## config.mk

```make
export PLATFORM = sky130hd
export DESIGN_NAME = gpu_blit_ctrl
export DESIGN_NICKNAME = d
export VERILOG_FILES = /design/src/rtl/gpu_pkg.sv /design/src/rtl/gpu_blit_addr_gen.sv /design/src/rtl/gpu_blit_ctrl.sv
export SDC_FILE = /design/constraint.sdc
export NUM_CORES = 1
export LEC_CHECK = 0
export ABC_AREA = 1
export ABC_CLOCK_PERIOD_IN_PS = 7300
export BUFFER_PORTS_ARGS = -buffer_cell sky130_fd_sc_hd__buf_2
export CORE_AREA = 2 2 131 133
export DETAILED_ROUTE_END_ITERATION = 10
export DIE_AREA = 0 0 133 135
export HOLD_SLACK_MARGIN = 0.15
export PLACE_DENSITY = 0.78
export SYNTH_ARGS = -nofsm -noshare
export SYNTH_HDL_FRONTEND = slang
export SYNTH_SLANG_ARGS = --single-unit
```

## constraint.sdc

```tcl
create_clock -name clk -period 7.3 [get_ports clk]
set_input_delay 1.46 -clock clk [delete_from_list [all_inputs] [get_ports clk]]
set_output_delay 1.46 -clock clk [all_outputs]
set_load 0.02 [all_outputs]
```

## src/rtl/gpu_pkg.sv

```systemverilog
// Shared constants, state encoding and command payload for the GPU blitter.
package gpu_pkg;

  localparam int unsigned PIX_W     = 12;
  localparam int unsigned ROM_DIM   = 256;
  localparam int unsigned COORD_W   = $clog2(ROM_DIM);  // ROM coordinate / size width
  localparam int unsigned ROM_AW    = 2 * COORD_W;      // {y, x}
  localparam int unsigned DST_W     = 9;                // framebuffer origin width
  localparam int unsigned SUM_W     = 10;               // dst + offset, never wraps
  localparam int unsigned FB_AW     = 17;
  localparam int unsigned FB_WIDTH  = 320;
  localparam int unsigned FB_HEIGHT = 240;

  typedef enum logic [1:0] {
    IDLE  = 2'd0,
    RUN   = 2'd1,
    FLUSH = 2'd2
  } blit_state_e;

  typedef struct packed {
    logic [COORD_W-1:0] src_x;
    logic [COORD_W-1:0] src_y;
    logic [DST_W-1:0]   dst_x;
    logic [DST_W-1:0]   dst_y;
    logic [COORD_W-1:0] w;
    logic [COORD_W-1:0] h;
    logic               key_en;
    logic [PIX_W-1:0]   key;
  } blit_cmd_t;

endpackage

```

## src/rtl/gpu_blit_addr_gen.sv

```systemverilog
// Stage 1 of the blitter: walks the rectangle row-major, issuing one ROM read
// per pixel and carrying the matching destination coordinates.
//  load         : command accepted this edge; geometry inputs are live values
//  stall        : hold every register
//  src_*/dst_*  : rectangle origins; w/h rectangle size
//  rom_rd_en/rom_addr : registered ROM read
//  pix_dx/pix_dy      : registered destination coordinates of the issued pixel
//  issue_last_c       : the final pixel is being issued at this edge
module gpu_blit_addr_gen
  import gpu_pkg::*;
(
  input  logic               clk,
  input  logic               rst_n,
  input  logic               load,
  input  logic               stall,
  input  logic [COORD_W-1:0] src_x,
  input  logic [COORD_W-1:0] src_y,
  input  logic [DST_W-1:0]   dst_x,
  input  logic [DST_W-1:0]   dst_y,
  input  logic [COORD_W-1:0] w,
  input  logic [COORD_W-1:0] h,
  output logic               rom_rd_en,
  output logic [ROM_AW-1:0]  rom_addr,
  output logic [SUM_W-1:0]   pix_dx,
  output logic [SUM_W-1:0]   pix_dy,
  output logic               issue_last_c
);

  logic [COORD_W-1:0] x_q;
  logic [COORD_W-1:0] y_q;
  logic               pending_q;
  logic [COORD_W-1:0] cur_x;
  logic [COORD_W-1:0] cur_y;
  logic               have_pix;
  logic               x_end;
  logic               y_end;

  // On load the first pixel is issued straight from the incoming command.
  always_comb begin
    cur_x        = load ? '0 : x_q;
    cur_y        = load ? '0 : y_q;
    have_pix     = load ? ((w != '0) && (h != '0)) : pending_q;
    x_end        = (cur_x == COORD_W'(w - COORD_W'(1)));
    y_end        = (cur_y == COORD_W'(h - COORD_W'(1)));
    issue_last_c = have_pix && !stall && x_end && y_end;
  end

  // Issue register and scan counters; rom_addr holds when nothing is issued.
  always_ff @(posedge clk or negedge rst_n) begin
    if (!rst_n) begin
      x_q       <= '0;
      y_q       <= '0;
      pending_q <= 1'b0;
      rom_rd_en <= 1'b0;
      rom_addr  <= '0;
      pix_dx    <= '0;
      pix_dy    <= '0;
    end else if (!stall) begin
      rom_rd_en <= have_pix;
      if (have_pix) begin
        rom_addr  <= {COORD_W'(src_y + cur_y), COORD_W'(src_x + cur_x)};
        pix_dx    <= SUM_W'(dst_x) + SUM_W'(cur_x);
        pix_dy    <= SUM_W'(dst_y) + SUM_W'(cur_y);
        x_q       <= x_end ? '0 : COORD_W'(cur_x + COORD_W'(1));
        y_q       <= x_end ? COORD_W'(cur_y + COORD_W'(1)) : cur_y;
        pending_q <= !(x_end && y_end);
      end
    end else if (load) begin
      // Accepted while the previous blit's last write is still stalled.
      x_q       <= '0;
      y_q       <= '0;
      pending_q <= (w != '0) && (h != '0);
    end
  end

endmodule

```

## src/rtl/gpu_blit_ctrl.sv

```systemverilog
// GPU rectangle blitter: copies a ROM rectangle into the framebuffer with
// optional colour-key transparency and screen clipping.
//  cmd_*        : command handshake and payload (latched on acceptance)
//  rom_*        : combinational-read pixel ROM port
//  fb_*         : framebuffer write port with fb_ready back-pressure
//  busy / done  : activity flag and one-cycle completion pulse
module gpu_blit_ctrl
  import gpu_pkg::*;
(
  input  logic               clk,
  input  logic               rst_n,
  input  logic               cmd_valid,
  output logic               cmd_ready,
  input  logic [COORD_W-1:0] cmd_src_x,
  input  logic [COORD_W-1:0] cmd_src_y,
  input  logic [DST_W-1:0]   cmd_dst_x,
  input  logic [DST_W-1:0]   cmd_dst_y,
  input  logic [COORD_W-1:0] cmd_w,
  input  logic [COORD_W-1:0] cmd_h,
  input  logic               cmd_key_en,
  input  logic [PIX_W-1:0]   cmd_key,
  output logic [ROM_AW-1:0]  rom_addr,
  output logic               rom_rd_en,
  input  logic [PIX_W-1:0]   rom_data,
  output logic               fb_we,
  output logic [FB_AW-1:0]   fb_addr,
  output logic [PIX_W-1:0]   fb_wdata,
  input  logic               fb_ready,
  output logic               busy,
  output logic               done
);

  localparam int unsigned LIN_W = FB_AW + 2;  // wide enough for any dst_y*stride+dst_x

  blit_state_e        state_q;
  blit_state_e        state_d;
  logic               done_d;
  blit_cmd_t          cmd_in;
  blit_cmd_t          cmd_q;
  blit_cmd_t          cmd_live;
  logic               accept;
  logic               stall;
  logic               empty;
  logic               issue_last_c;
  logic [SUM_W-1:0]   pix_dx;
  logic [SUM_W-1:0]   pix_dy;
  logic [LIN_W-1:0]   fb_lin;
  logic               clip;
  logic               key_hit;

  // Handshake and command selection (live inputs on the accepting edge).
  always_comb begin
    cmd_in.src_x  = cmd_src_x;
    cmd_in.src_y  = cmd_src_y;
    cmd_in.dst_x  = cmd_dst_x;
    cmd_in.dst_y  = cmd_dst_y;
    cmd_in.w      = cmd_w;
    cmd_in.h      = cmd_h;
    cmd_in.key_en = cmd_key_en;
    cmd_in.key    = cmd_key;
    accept        = cmd_valid && cmd_ready;
    stall         = fb_we && !fb_ready;
    empty         = (cmd_w == '0) || (cmd_h == '0);
    cmd_live      = accept ? cmd_in : cmd_q;
  end

  gpu_blit_addr_gen u_addr_gen (
    .clk          (clk),
    .rst_n        (rst_n),
    .load         (accept),
    .stall        (stall),
    .src_x        (cmd_live.src_x),
    .src_y        (cmd_live.src_y),
    .dst_x        (cmd_live.dst_x),
    .dst_y        (cmd_live.dst_y),
    .w            (cmd_live.w),
    .h            (cmd_live.h),
    .rom_rd_en    (rom_rd_en),
    .rom_addr     (rom_addr),
    .pix_dx       (pix_dx),
    .pix_dy       (pix_dy),
    .issue_last_c (issue_last_c)
  );

  // Next-state logic; FLUSH leaves on the first unstalled edge, which drains stage 1.
  always_comb begin
    state_d = state_q;
    done_d  = 1'b0;
    unique case (state_q)
      IDLE: begin
        if (accept) begin
          state_d = (empty || issue_last_c) ? FLUSH : RUN;
        end
      end
      RUN: begin
        if (issue_last_c) begin
          state_d = FLUSH;
        end
      end
      FLUSH: begin
        if (!stall) begin
          state_d = IDLE;
          done_d  = 1'b1;
        end
      end
      default: state_d = IDLE;
    endcase
  end

  // State, status outputs and command latch.
  always_ff @(posedge clk or negedge rst_n) begin
    if (!rst_n) begin
      state_q   <= IDLE;
      cmd_ready <= 1'b1;
      busy      <= 1'b0;
      done      <= 1'b0;
      cmd_q     <= '0;
    end else begin
      state_q   <= state_d;
      cmd_ready <= (state_d == IDLE);
      busy      <= (state_d != IDLE);
      done      <= done_d;
      if (accept) begin
        cmd_q <= cmd_in;
      end
    end
  end

  // Clip and colour-key decisions for the pixel currently read from ROM.
  always_comb begin
    fb_lin  = LIN_W'(pix_dy) * LIN_W'(FB_WIDTH) + LIN_W'(pix_dx);
    clip    = (pix_dx >= SUM_W'(FB_WIDTH)) || (pix_dy >= SUM_W'(FB_HEIGHT));
    key_hit = cmd_q.key_en && (rom_data == cmd_q.key);
  end

  // Stage 2 write register.
  always_ff @(posedge clk or negedge rst_n) begin
    if (!rst_n) begin
      fb_we    <= 1'b0;
      fb_addr  <= '0;
      fb_wdata <= '0;
    end else if (!stall) begin
      fb_we <= rom_rd_en && !clip && !key_hit;
      if (rom_rd_en) begin
        fb_addr  <= FB_AW'(fb_lin);
        fb_wdata <= rom_data;
      end
    end
  end

endmodule

```

==> results.json <==
{
  "status": "complete, no violations",
  "nNetsFinal": 1434,
  "max-slew-margin-rel_pct": 30.22,
  "path_buf_inv": 5,
  "wl_per_cell_um": 13.77,
  "drv_slew": 0,
  "gp_congestion": 0.8828,
  "die_h_um": 135,
  "drt-initial-drc-count": 501,
  "grt_pass1_vias": 7497,
  "post_cts_buffers": 0,
  "num-fill-cells": 1436,
  "track_usage_pct": 24.75,
  "syn_avg_cell_area_sq_um": 7.617,
  "worst_ep_arrival_time_ps": 4910,
  "diodes": 0,
  "r2r-start": "cmd_ready",
  "period_share_pct": 63.53,
  "yosysWarnings": 0,
  "netlist.area_leader.share_pct": 42.26,
  "fin_skew_ps": 6.643,
  "initial_utilization_pct": 54.50,
  "cts_hold_buf": 0,
  "totalPowerFinal_mw": 4.506,
  "cts_sinks": 152,
  "timing.critical_path.mode_cell": "nand2_1",
  "grt_max_degree": 88,
  "ys_ff_latch": 152,
  "syn_inst": 1174,
  "grt.overflow.total": 0,
  "clk_pin_slew_worst_paths_ps": 60,
  "async_flop_share_pct": 100.0,
  "r2r_slack_ps": 3270,
  "synth-edff-count": 0,
  "synth_cell_types": 45,
  "crit_chain": "buf_2, nand2_2, buf_4, inv_2, buf_4, or2_2, o21ai_0, inv_1, ha_1, nand3_1, nand2_1, a21oi_1, o21bai_1, nand2_1, nand2_1, a21oi_1, xnor2_1, o21ai_0",
  "path_delay_family": "buffers and inverters",
  "leakagePower_nw": 5.644,
  "die_area_sq_mm": 0.01796,
  "cts_tree": "done",
  "cts_resized": 0,
  "place_area_sq_mm": 0.009753,
  "yosysSeqAreaShare_pct": 42.55,
  "final_cell_mix": "424 x nand2_1, 151 x dfrtp_1, 132 x inv_1",
  "synth.net_count": 1313,
  "pin_count": 129,
  "core_sq_mm": 0.01641,
  "htree_levels": 4,
  "numCtsBuffers": 17,
  "final_common_cell": "nand2_1",
  "max_stage_delay_ps": 460,
  "max_freq_mhz": 215.6,
  "rsz0062_at_grt": "no",
  "antenna_left": 0,
  "startpoint_type": "input pin",
  "setup_violations": 0,
  "clockBufferDepth": 2,
  "final_cells": 1528,
  "yosys.area.top_type": "dfrtp_1",
  "path_class": "input pin to flip-flop",
  "cp-end-kind": "flip-flop",
  "synthFlopType": "dfrtp_1",
  "startpoint": "cmd_valid",
  "antenna_found_initial": 0,
  "worst_pin_slew_ps": 1043,
  "clkLatencyLatePin_ps": 430,
  "rows": 47,
  "ir_worst_vdd_mv": 0.2317,
  "final_area_sq_mm": 0.01034,
  "first_pass_iters": 6,
  "routed_wirelength_um": 21050,
  "worstPathRequired_ps": 7570,
  "min-delay-start": "fb_addr[3]",
  "drive_gt1_share_pct": 16.06,
  "dp.cells": 1496,
  "die_w_um": 133,
  "cts_root_buf": "clkbuf_16",
  "drcViolationCount": 0,
  "whs_ps": 468.2,
  "hold_path.class": "flip-flop to flip-flop",
  "min_period_ps": 4638,
  "critPathSlowestCell": "buf_4",
  "synth_area_sq_mm": 0.008942,
  "cp_max_fo": 48,
  "io_buffers": 128,
  "area_delta_synth_final_pct": 15.68,
  "ys_top_cells_by_area": "dfrtp_1 42%, nand2_1 18%, ha_1 7.6%",
  "cap_violations": 0,
  "place_hpwl_um": 15670,
  "vias": 7856,
  "grt_pass1_wl_um": 35540,
  "final-hold-violation-count": 0,
  "tns_ps": 0,
  "power_density_mw_per_mm2": 435.6,
  "avgViaCountPerCell": 5.141
}
-- metrics by stage --
stage          util (%)  setup slack [ps]
3_5_place_dp      59.44              2282
4_1_cts           63.05              2673
3_3_place_gp      59.44              2378
6_report          63.05              2662
2_1_floorplan         -              3052
5_1_grt           63.05              2250
-- synthesized netlist by cell type (2+ instances only) --
| cell type | number |
|---|---|
| buf_4 | 2 |
| nand2_1 | 424 |
| fa_1 | 6 |
| nand3_1 | 62 |
| o21ai_1 | 7 |
| dfrtp_1 | 151 |
| a31oi_1 | 3 |
| xor2_1 | 19 |
| nand2_2 | 6 |
| inv_2 | 11 |
| o22ai_1 | 5 |
| nand2_4 | 2 |
| o21ai_2 | 2 |
| nor4_1 | 5 |
| or2_2 | 12 |
| buf_6 | 2 |
| a21oi_1 | 32 |
| nand3_2 | 3 |
| nor2_1 | 71 |
| buf_2 | 11 |
| a211oi_1 | 2 |
| o211ai_1 | 2 |
| o21bai_1 | 2 |
| mux2i_1 | 2 |
| o21ai_0 | 65 |
| ha_1 | 54 |
| o31ai_1 | 7 |
| nor2_2 | 4 |
| clkbuf_1 | 17 |
| inv_1 | 132 |
| nor2_4 | 4 |
| xnor2_1 | 18 |
| nand4_1 | 9 |
| nand3b_1 | 4 |
| nor3_1 | 6 |
-- registers in the layout, indices dropped and copies added, names as in the netlist, 2 cells and up --
signal               cells
cmd_q                   63
fb_addr                 17
fb_wdata                12
state_q                  2
u_addr_gen.pix_dx       10
u_addr_gen.pix_dy       10
u_addr_gen.rom_addr     16
u_addr_gen.x_q           8
u_addr_gen.y_q           8
-- worst min-delay path, stage by stage (launching register included) --
cell	delay, ps
dfrtp_1	340
nand2_1	50
nand2_1	50
-- where the power goes --
part	switching [mW]	internal, mW	total (mW)
combinational	1.41	0.818	2.23
clock	0.353	0.530	0.882
sequential	0.199	1.19	1.39
total	1.97	2.54	4.51
-- logic make-up after synthesis --
group | after synthesis | share of synthesized area [%]
adder cells (fa/ha/maj) | 60 | 8.899
XOR/XNOR | 37 | 3.624
AND/OR/NAND/NOR | 613 | 28.60
AO/OA/AOI/OAI | 134 | 8.311
buffers and inverters | 176 | 7.793
flip-flops | 152 | 42.55
multiplexers | 2 | 0.2239
-- per-layer routing --
metal	up-vias	GRT usage (%)	part of all wire, %
met4	0	9.200	2.1
met3	38	3.604	5.0
li1	3962	-	-
met5	-	0	0
met2	201	41.19	47
met1	3655	33.11	46
-- worst paths after layout --
check                                               end  cells past startpoint
worst min-delay path                         fb_addr[3]                      2
max in group asynchronous                          done                      2
worst max register to register     u_addr_gen.pix_dx[8]                     14
worst max-delay path            u_addr_gen.rom_addr[15]                     18
min in group asynchronous                      cmd_q[3]                      1
worst min register to register               fb_addr[3]                      2
-- layout make-up --
type                            instances  area [sq um]  share of cell area (%)
Clock buffer                           21         470.5                   4.548
Clock inverter                         11         121.4                   1.173
Inverter                              144         540.5                   5.225
Multi-Input combinational cell        846          4441                   42.92
Sequential cell                       152          3805                   36.78
Tap cell                              220         275.3                   2.661
Timing Repair Buffer                  134         691.9                   6.688
Power figures use the tool's default switching activity.
